==> src/rtl/wb_pkg.sv <==
// Shared Wishbone interconnect types and helpers.
// Provides the arbiter state enum, default widths and index-width helper.
package wb_pkg;

    typedef enum logic {
        IDLE,
        BUSY
    } arb_state_t;

    localparam int DEF_ADDR_W = 32;
    localparam int DEF_DATA_W = 32;

    // Width of an index into n items, never narrower than one bit.
    function automatic int idx_w(input int n);
        return (n > 1) ? $clog2(n) : 1;
    endfunction

endpackage

==> src/rtl/wb_rr_picker.sv <==
// Combinational round-robin picker.
// Ports: req (requests), last (previous winner) -> grant (winner), any_req.
module wb_rr_picker
    import wb_pkg::*;
#(
    parameter  int N  = 2,
    localparam int IW = idx_w(N)
) (
    input  logic [N-1:0]  req,
    input  logic [IW-1:0] last,
    output logic [IW-1:0] grant,
    output logic          any_req
);

    int j;

    // Search starts one past the previous winner and wraps, so the
    // previous winner is considered last.
    always_comb begin
        grant   = '0;
        any_req = 1'b0;
        j       = 0;
        for (int i = 1; i <= N; i++) begin
            j = int'(last) + i;
            if (j >= N) j = j - N;
            if (!any_req && req[j]) begin
                any_req = 1'b1;
                grant   = IW'(j);
            end
        end
    end

endmodule

==> src/rtl/wb_master_arbiter.sv <==
// N-master Wishbone classic arbiter with round-robin grant and watchdog.
// Ports: m_* master side (sliced per master), s_* slave side, grant_idx/busy status.
module wb_master_arbiter
    import wb_pkg::*;
#(
    parameter  int N_MASTERS = 2,
    parameter  int ADDR_W    = DEF_ADDR_W,
    parameter  int DATA_W    = DEF_DATA_W,
    parameter  int TIMEOUT   = 256,
    localparam int IW        = idx_w(N_MASTERS),
    localparam int SW        = DATA_W / 8
) (
    input  logic                        clk,
    input  logic                        rst,
    input  logic [N_MASTERS*ADDR_W-1:0] m_adr,
    input  logic [N_MASTERS*DATA_W-1:0] m_dat_mosi,
    input  logic [N_MASTERS*SW-1:0]     m_sel,
    input  logic [N_MASTERS-1:0]        m_we,
    input  logic [N_MASTERS-1:0]        m_stb,
    input  logic [N_MASTERS-1:0]        m_cyc,
    output logic [DATA_W-1:0]           m_dat_miso,
    output logic [N_MASTERS-1:0]        m_ack,
    output logic [N_MASTERS-1:0]        m_err,
    output logic [ADDR_W-1:0]           s_adr,
    output logic [DATA_W-1:0]           s_dat_mosi,
    output logic [SW-1:0]               s_sel,
    output logic                        s_we,
    output logic                        s_stb,
    output logic                        s_cyc,
    input  logic [DATA_W-1:0]           s_dat_miso,
    input  logic                        s_ack,
    input  logic                        s_err,
    output logic [IW-1:0]               grant_idx,
    output logic                        busy
);

    arb_state_t    state;
    logic [IW-1:0] last;
    logic [IW-1:0] pick;
    logic          any_req;
    logic          err_pend;

    wb_rr_picker #(.N(N_MASTERS)) u_picker (
        .req     (m_cyc),
        .last    (last),
        .grant   (pick),
        .any_req (any_req)
    );

    always_ff @(posedge clk) begin
        if (rst) begin
            state     <= IDLE;
            busy      <= 1'b0;
            grant_idx <= '0;
            last      <= IW'(N_MASTERS - 1);
        end else begin
            unique case (state)
                IDLE: begin
                    if (any_req) begin
                        state     <= BUSY;
                        busy      <= 1'b1;
                        grant_idx <= pick;
                        last      <= pick;
                    end
                end
                BUSY: begin
                    // Tenure lasts for the whole of the owner's cyc.
                    if (!m_cyc[grant_idx]) begin
                        state <= IDLE;
                        busy  <= 1'b0;
                    end
                end
                default: begin
                    state <= IDLE;
                    busy  <= 1'b0;
                end
            endcase
        end
    end

    if (TIMEOUT > 0) begin : g_wd
        localparam int CW = $clog2(TIMEOUT + 1);
        logic [CW-1:0] count;

        // err_pend is a one-cycle pulse; it masks s_stb, which in turn
        // clears the count, so the watchdog restarts cleanly.
        always_ff @(posedge clk) begin
            if (rst) begin
                count    <= '0;
                err_pend <= 1'b0;
            end else begin
                err_pend <= 1'b0;
                if (!s_stb || s_ack || s_err) begin
                    count <= '0;
                end else if (count == CW'(TIMEOUT - 1)) begin
                    count    <= '0;
                    err_pend <= 1'b1;
                end else begin
                    count <= count + CW'(1);
                end
            end
        end
    end else begin : g_no_wd
        assign err_pend = 1'b0;
    end

    assign s_adr      = m_adr[grant_idx*ADDR_W +: ADDR_W];
    assign s_dat_mosi = m_dat_mosi[grant_idx*DATA_W +: DATA_W];
    assign s_sel      = m_sel[grant_idx*SW +: SW];
    assign s_we       = m_we[grant_idx];
    assign s_cyc      = busy & m_cyc[grant_idx];
    assign s_stb      = busy & m_stb[grant_idx] & ~err_pend;
    assign m_dat_miso = s_dat_miso;

    // Slave err beats a same-cycle ack.
    always_comb begin
        m_ack = '0;
        m_err = '0;
        if (busy) begin
            m_ack[grant_idx] = s_ack & ~s_err & ~err_pend;
            m_err[grant_idx] = s_err | err_pend;
        end
    end

endmodule

==> config.mk <==
export PLATFORM = sky130hd
export DESIGN_NAME = wb_master_arbiter
export DESIGN_NICKNAME = d
export VERILOG_FILES = /design/src/rtl/wb_pkg.sv /design/src/rtl/wb_rr_picker.sv /design/src/rtl/wb_master_arbiter.sv
export SDC_FILE = /design/constraint.sdc
export NUM_CORES = 1
export LEC_CHECK = 0
export CAP_MARGIN = 25
export CORE_AREA = 2 2 111 113
export CTS_CLUSTER_SIZE = 14
export DETAILED_ROUTE_END_ITERATION = 8
export DIE_AREA = 0 0 113 115
export GPL_TIMING_DRIVEN = 0
export SLEW_MARGIN = 25
export SYNTH_ARGS = -nofsm -noshare
export SYNTH_HDL_FRONTEND = slang
export SYNTH_SLANG_ARGS = --single-unit
==> constraint.sdc <==
create_clock -name clk -period 3.2 [get_ports clk]
set_input_delay 0.48 -clock clk [delete_from_list [all_inputs] [get_ports clk]]
set_output_delay 0.48 -clock clk [all_outputs]
set_load 0.03 [all_outputs]
* Word level (Yosys, flattened, before mapping)
Index checks and enable logic that the tools add are counted.
Storage, ports and cells: bits in registers 14, input port bits 178, output and inout port bits 109, word-level logic and storage cells 73
Operators by class: $add $sub $neg 5, $lt $le $gt $ge 6, equal/unequal tests 3, shift operators 3, muxes and demuxes 29, bitwise gates (word level) 11, reduce and logical (&&, ||, !) cells 10
Operators with widths (count):
- 64-bit by 7-bit variable part select with 32-bit output | 2
- 32-bit by 3-bit greater-or-equal comparator with 1-bit output, second input constant | 2
- 32-bit by 3-bit less-than comparator with 1-bit output, second input constant | 2
- 32-bit 2-to-1 mux | 2
- 32-bit by 3-bit subtractor with 32-bit output, second input constant | 2
- 1-bit 2-to-1 mux | 22
- 9-bit by 1-bit adder with 9-bit output, second input constant | 1
- 9-bit by 8-bit == test with 1-bit output, second input constant | 1
- 8-bit by 4-bit variable part select with 4-bit output | 1
- 1-bit bitwise AND | 5
- 2-bit bitwise AND | 2
- 2-bit 2-to-1 mux | 2
- 2-bit inequality test, second input constant | 2
- 1-bit case mux with 2 select lines | 2
- 2-bit AND reduction | 2
- 1-bit by 2-bit adder with 3-bit output, second input constant | 1
- 1-bit NOT | 3
- 3-bit OR reduction | 1
- 1-bit by 1-bit adder with 2-bit output, second input constant | 1
- 1-bit logical AND | 2
- 1-bit logical NOT | 2
- 1-bit logical OR | 2
- 1-bit by 2-bit less-than comparator with 1-bit output, second input constant | 1
- 2-bit OR reduction | 1
- 3 further kinds | 3

* Depth between registers and ports, before layout
word-level depth 12, mapped depth 8, depth with buffers taken out 7

* Modules after synthesis
From an unflattened synthesis, not the netlist that was laid out.
Second synthesis, totals: cells, all modules 181, area, all modules 1715.4 um^2
Modules (own cells, without submodules):
- wb_master_arbiter | times used 1, cells each 179, area each 1701.6 um^2, sequential area each 280.3 um^2
- wb_rr_picker | times used 1, cells each 2, area each 13.8 um^2, sequential area each 0.0 um^2

* Worst setup path before layout
Ideal clock, no wire load.
path kind register to output, start point reg grant_idx, end point out m_ack[0], data arrival time 1.562 ns, data required time 2.720 ns, slack 1.158 ns, cell stages (with the launch flop) 4, buffers on the path 2, cell sequence dfxtp_1 > buf_4 > buf_4 > nor3b_1
On the way: cells in the longest elaborated chain, start to end 6, elaborated cells on any way between the ends 7, those cells by class order compare (2); mux (3); bitwise (1); reduce/logical (1)
Ends and longest elaborated chain:
- from (decl) | line wb_master_arbiter.sv:33 | output logic [IW-1:0] grant_idx,
- from (signal assigned) | line wb_master_arbiter.sv:62 | grant_idx <= pick;
- 1-bit by 2-bit less-than comparator with 1-bit output (not written as such) or 1-bit greater-or-equal comparator (tied branches) | line wb_master_arbiter.sv:120 | m_ack[grant_idx] = s_ack & ~s_err & ~err_pend;
- 1-bit logical AND (not written as such) | line wb_master_arbiter.sv:120
- 1-bit 2-to-1 mux (not written as such) | line wb_master_arbiter.sv:120
- 1-bit demux with 1-bit select (*) | line wb_master_arbiter.sv:120
- 2-bit bitwise AND (no source line) (*)
- 2-bit 2-to-1 mux (*) | line wb_master_arbiter.sv:119 | if (busy) begin
- to (decl) | line wb_master_arbiter.sv:22 | output logic [N_MASTERS-1:0] m_ack,
Every way passes the cells marked *; elsewhere a longest branch is shown, timed or not.

* Final worst setup path
start point reg grant_idx, end point out s_adr[12]
On the way: cells in the longest elaborated chain, start to end 1
Ends and longest elaborated chain:
- 64-bit by 7-bit variable part select with 32-bit output | line wb_master_arbiter.sv:107 | assign s_adr = m_adr[grant_idx*ADDR_W +: ADDR_W];
- to (decl) | line wb_master_arbiter.sv:24 | output logic [ADDR_W-1:0] s_adr,
No other way between the ends.

==> results.toml <==
[hold_path]
min_to = "g_wd.count[0]$_SDFF_PP0_"
whs_path_depth = 1
hp-class = "reg -> reg"
worstHoldStart = "g_wd.count[0]$_SDFF_PP0_"

[worst_setup_path]
worst_setup_path_start_kind = "register"
cp.arrival_ns = 2.14
reg2reg_to = "g_wd.count[2]$_SDFF_PP0_"
crit_path_end_kind = "output port"
r2r_cells = 8
r2r_slack_ns = 1.56
reg2reg_from = "g_wd.count[0]$_SDFF_PP0_"
path_class = "reg -> out"
worstPathMaxFanout = 10
required_ns = 2.72

[layout]
area_growth_pct = 163.7
nets = 619
ff_latch_area_um2 = 280.3
multiInputGateArea_um2 = 1129
drive_gt1_frac = 0.2534
fill_cells = 1215

[logic_synthesis]
synth.largest_area_cell = "mux2_2"
synth_area_leaders = "mux2_2, buf_4, dfxtp_1"
synth-seq-cells = 14
syn-num-nets = 360
yosys.cell_count.top_type = "mux2_2"
synth_edf_count = 0
synth_area_um2 = 1722
yosysTopAreaCellShare = 0.3924
ys_types = 30
ys_top_cells_by_count = "mux2_2, buf_4, dfxtp_1, nor2_1, mux2_1"
ys.flop_type = "dfxtp_1"
syn_area_per_cell_um2 = 9.565
ys_warn_count = 0
synth_cells = 180
async_flop_share = 0
synth_seq_area_share = 0.1628

[global_routing]
groute.usage.overall = 0.1413
grt-ovfl-total = 0
antenna_found_initial = 2
grt_max_degree = 11
grt_pass1_wl_um = 13990
first_global_vias = 2361

[die]
fp.dieW_um = 113
rows = 40
start_util = 0.1458
core_um2 = 11810
chipHeight_um = 115
die_area_um2 = 13000
ios = 287

[timing]
tightest_slew_ns = 0.3958
grt_setup_unrepaired = "no"
setup_violations = 0
holdWs_ns = 0.4667
fmax_mhz = 381.0
fin_crit_ns = 2.624
hold_viol_final = 0
slew_headroom = 0.7353
finClkSkew_ns = 0.003192
finalSetupTns_ns = 0
period_share = 0.8201
report.final.slew_viol_count = 0

[clock_tree]
htreeDepth = 1
clock-sinks = 14
cts_setup_buffers = 0
clk_pin_slew_worst_paths_ns = 0.05
cts_tree = "done"
postCtsHoldBufs = 0
clk_latency_ns = 0.24
cts_buffer_depth = 2
cts-root-buf = "clkbuf_16"
post_cts_resized = 0
numCtsBuffers = 3

[placement]
place_congestion = 0.7481
hpwl_um = 9076
portBuffers = 254

[power]
ir_drop_mv = 0.2603
pwr_density_cell_nw_per_um2 = 271.8
p_leak_nw = 1.701

[drt]
drtAntennaViolNets = 0
wl_per_cell_um = 17.55
firstDrtPassIters = 6
dr_total_vias = 2306
met2_wirelength_um = 5070
drt_iter0_markers = 74
drt_wl_total_um = 10290
wl_met1_um = 3981
top_layer_used = "met4"
route.detailed.drc = 40
drt-vias-per-instance = 3.935
met3WireLength_um = 1163

[status]
violations = "design-rule violations"
status = "finished, violations left"

[run]
maxCapViolations = 0
-- worst max-delay path by stage --
stage,startpoint,to,slack [ns],cells after the start
floorplan,grant_idx$_SDFFE_PP0P_,m_ack[0],1.16,3
global placement,s_err,m_ack[0],0.63,5
detailed placement,s_err,m_ack[0],0.57,5
CTS,grant_idx$_SDFFE_PP0P_,s_dat_mosi[9],0.50,4
global route,grant_idx$_SDFFE_PP0P_,s_dat_mosi[9],0.44,4
finish,grant_idx$_SDFFE_PP0P_,s_adr[12],0.58,4
-- routing by layer --
layer  vias to the layer above  track usage
li1                       1124            -
met1                      1075       0.1755
met2                       103       0.2483
met3                         4      0.04270
met4                         0      0.01870
met5                         -            0
-- where the power goes --
| part | internal [W] | total (W) | switching (W) | leakage, nW |
|---|---|---|---|---|
| registers | 0.000180 | 0.000186 | 0.00000614 | 0.114 |
| logic | 0.000432 | 0.000789 | 0.000358 | 1.54 |
| clock network | 0.000189 | 0.000259 | 0.0000698 | 0.0442 |
-- cells in the final DEF (no fill, tap or decap), types with 2 or more instances in the layout --
master and count:
inv_1 2, mux2_1 9, or3_1 3, mux2_2 60, nor3b_1 3, nor2_1 11
nand3_1 2, nor3_1 2, clkdlybuf4s50_1 254, nor2b_1 2, mux2i_1 2, clkbuf_16 3
dfxtp_1 14, a21oi_2 3, o21ai_0 3, ha_1 2, and3_1 2, buf_4 40
xor2_1 2, nand2_1 6
-- stage by stage --
stage | setup slack [ns] | cell area (um^2) | util | instances | total power [W]
final | 0.5755 | 4539 | 0.3843 | 586 | 0.001234
after global routing | 0.4396 | 4537 | 0.3841 | 585 | 0.001282
after CTS | 0.4969 | 4537 | 0.3841 | 585 | 0.001251
after detailed placement | 0.5680 | 4448 | 0.3766 | 581 | 0.0009817
after global placement | 0.6341 | 4448 | 0.3766 | 581 | 0.0009771
after floorplan | 1.158 | 1722 | - | 180 | 0.0005692
-- kinds of logic (layout without fill, tap and decap cells) --
kind of cell	after synthesis	in the layout	share of synthesized area
muxes	71	71	0.4629
buffers and inverters	43	301	0.1817
and+or+nand+nor	37	37	0.1214
DFF	14	14	0.1628
AOI/OAI and AO/OA	10	10	0.04143
xor gates and xnor gates	3	3	0.01526
adders and majority gates	2	2	0.01453
other	0	1	0
-- final cells by class --
class	instances	area share
timing repair buffer	254	0.5601
clock buffer	4	0.01957
sequential	14	0.06174
buffer	41	0.06725
inverter	2	0.001654
multi-input combinational	123	0.2486
tap	147	0.04052
antenna	1	0.0005513
-- critical path, stage by stage (launching register included) --
cell             delay (ns)
dfxtp_1                0.42
buf_4                  0.24
buf_4                  0.22
mux2_2                 0.37
clkdlybuf4s50_1        0.64
-- sequential cells by signal (all words and copies together), names as in the netlist --
register and cells:
busy 1, err_pend 1, g_wd.count 9, grant_idx 1, last 1, state 1
No activity file was read; power rests on OpenSTA's default activity.
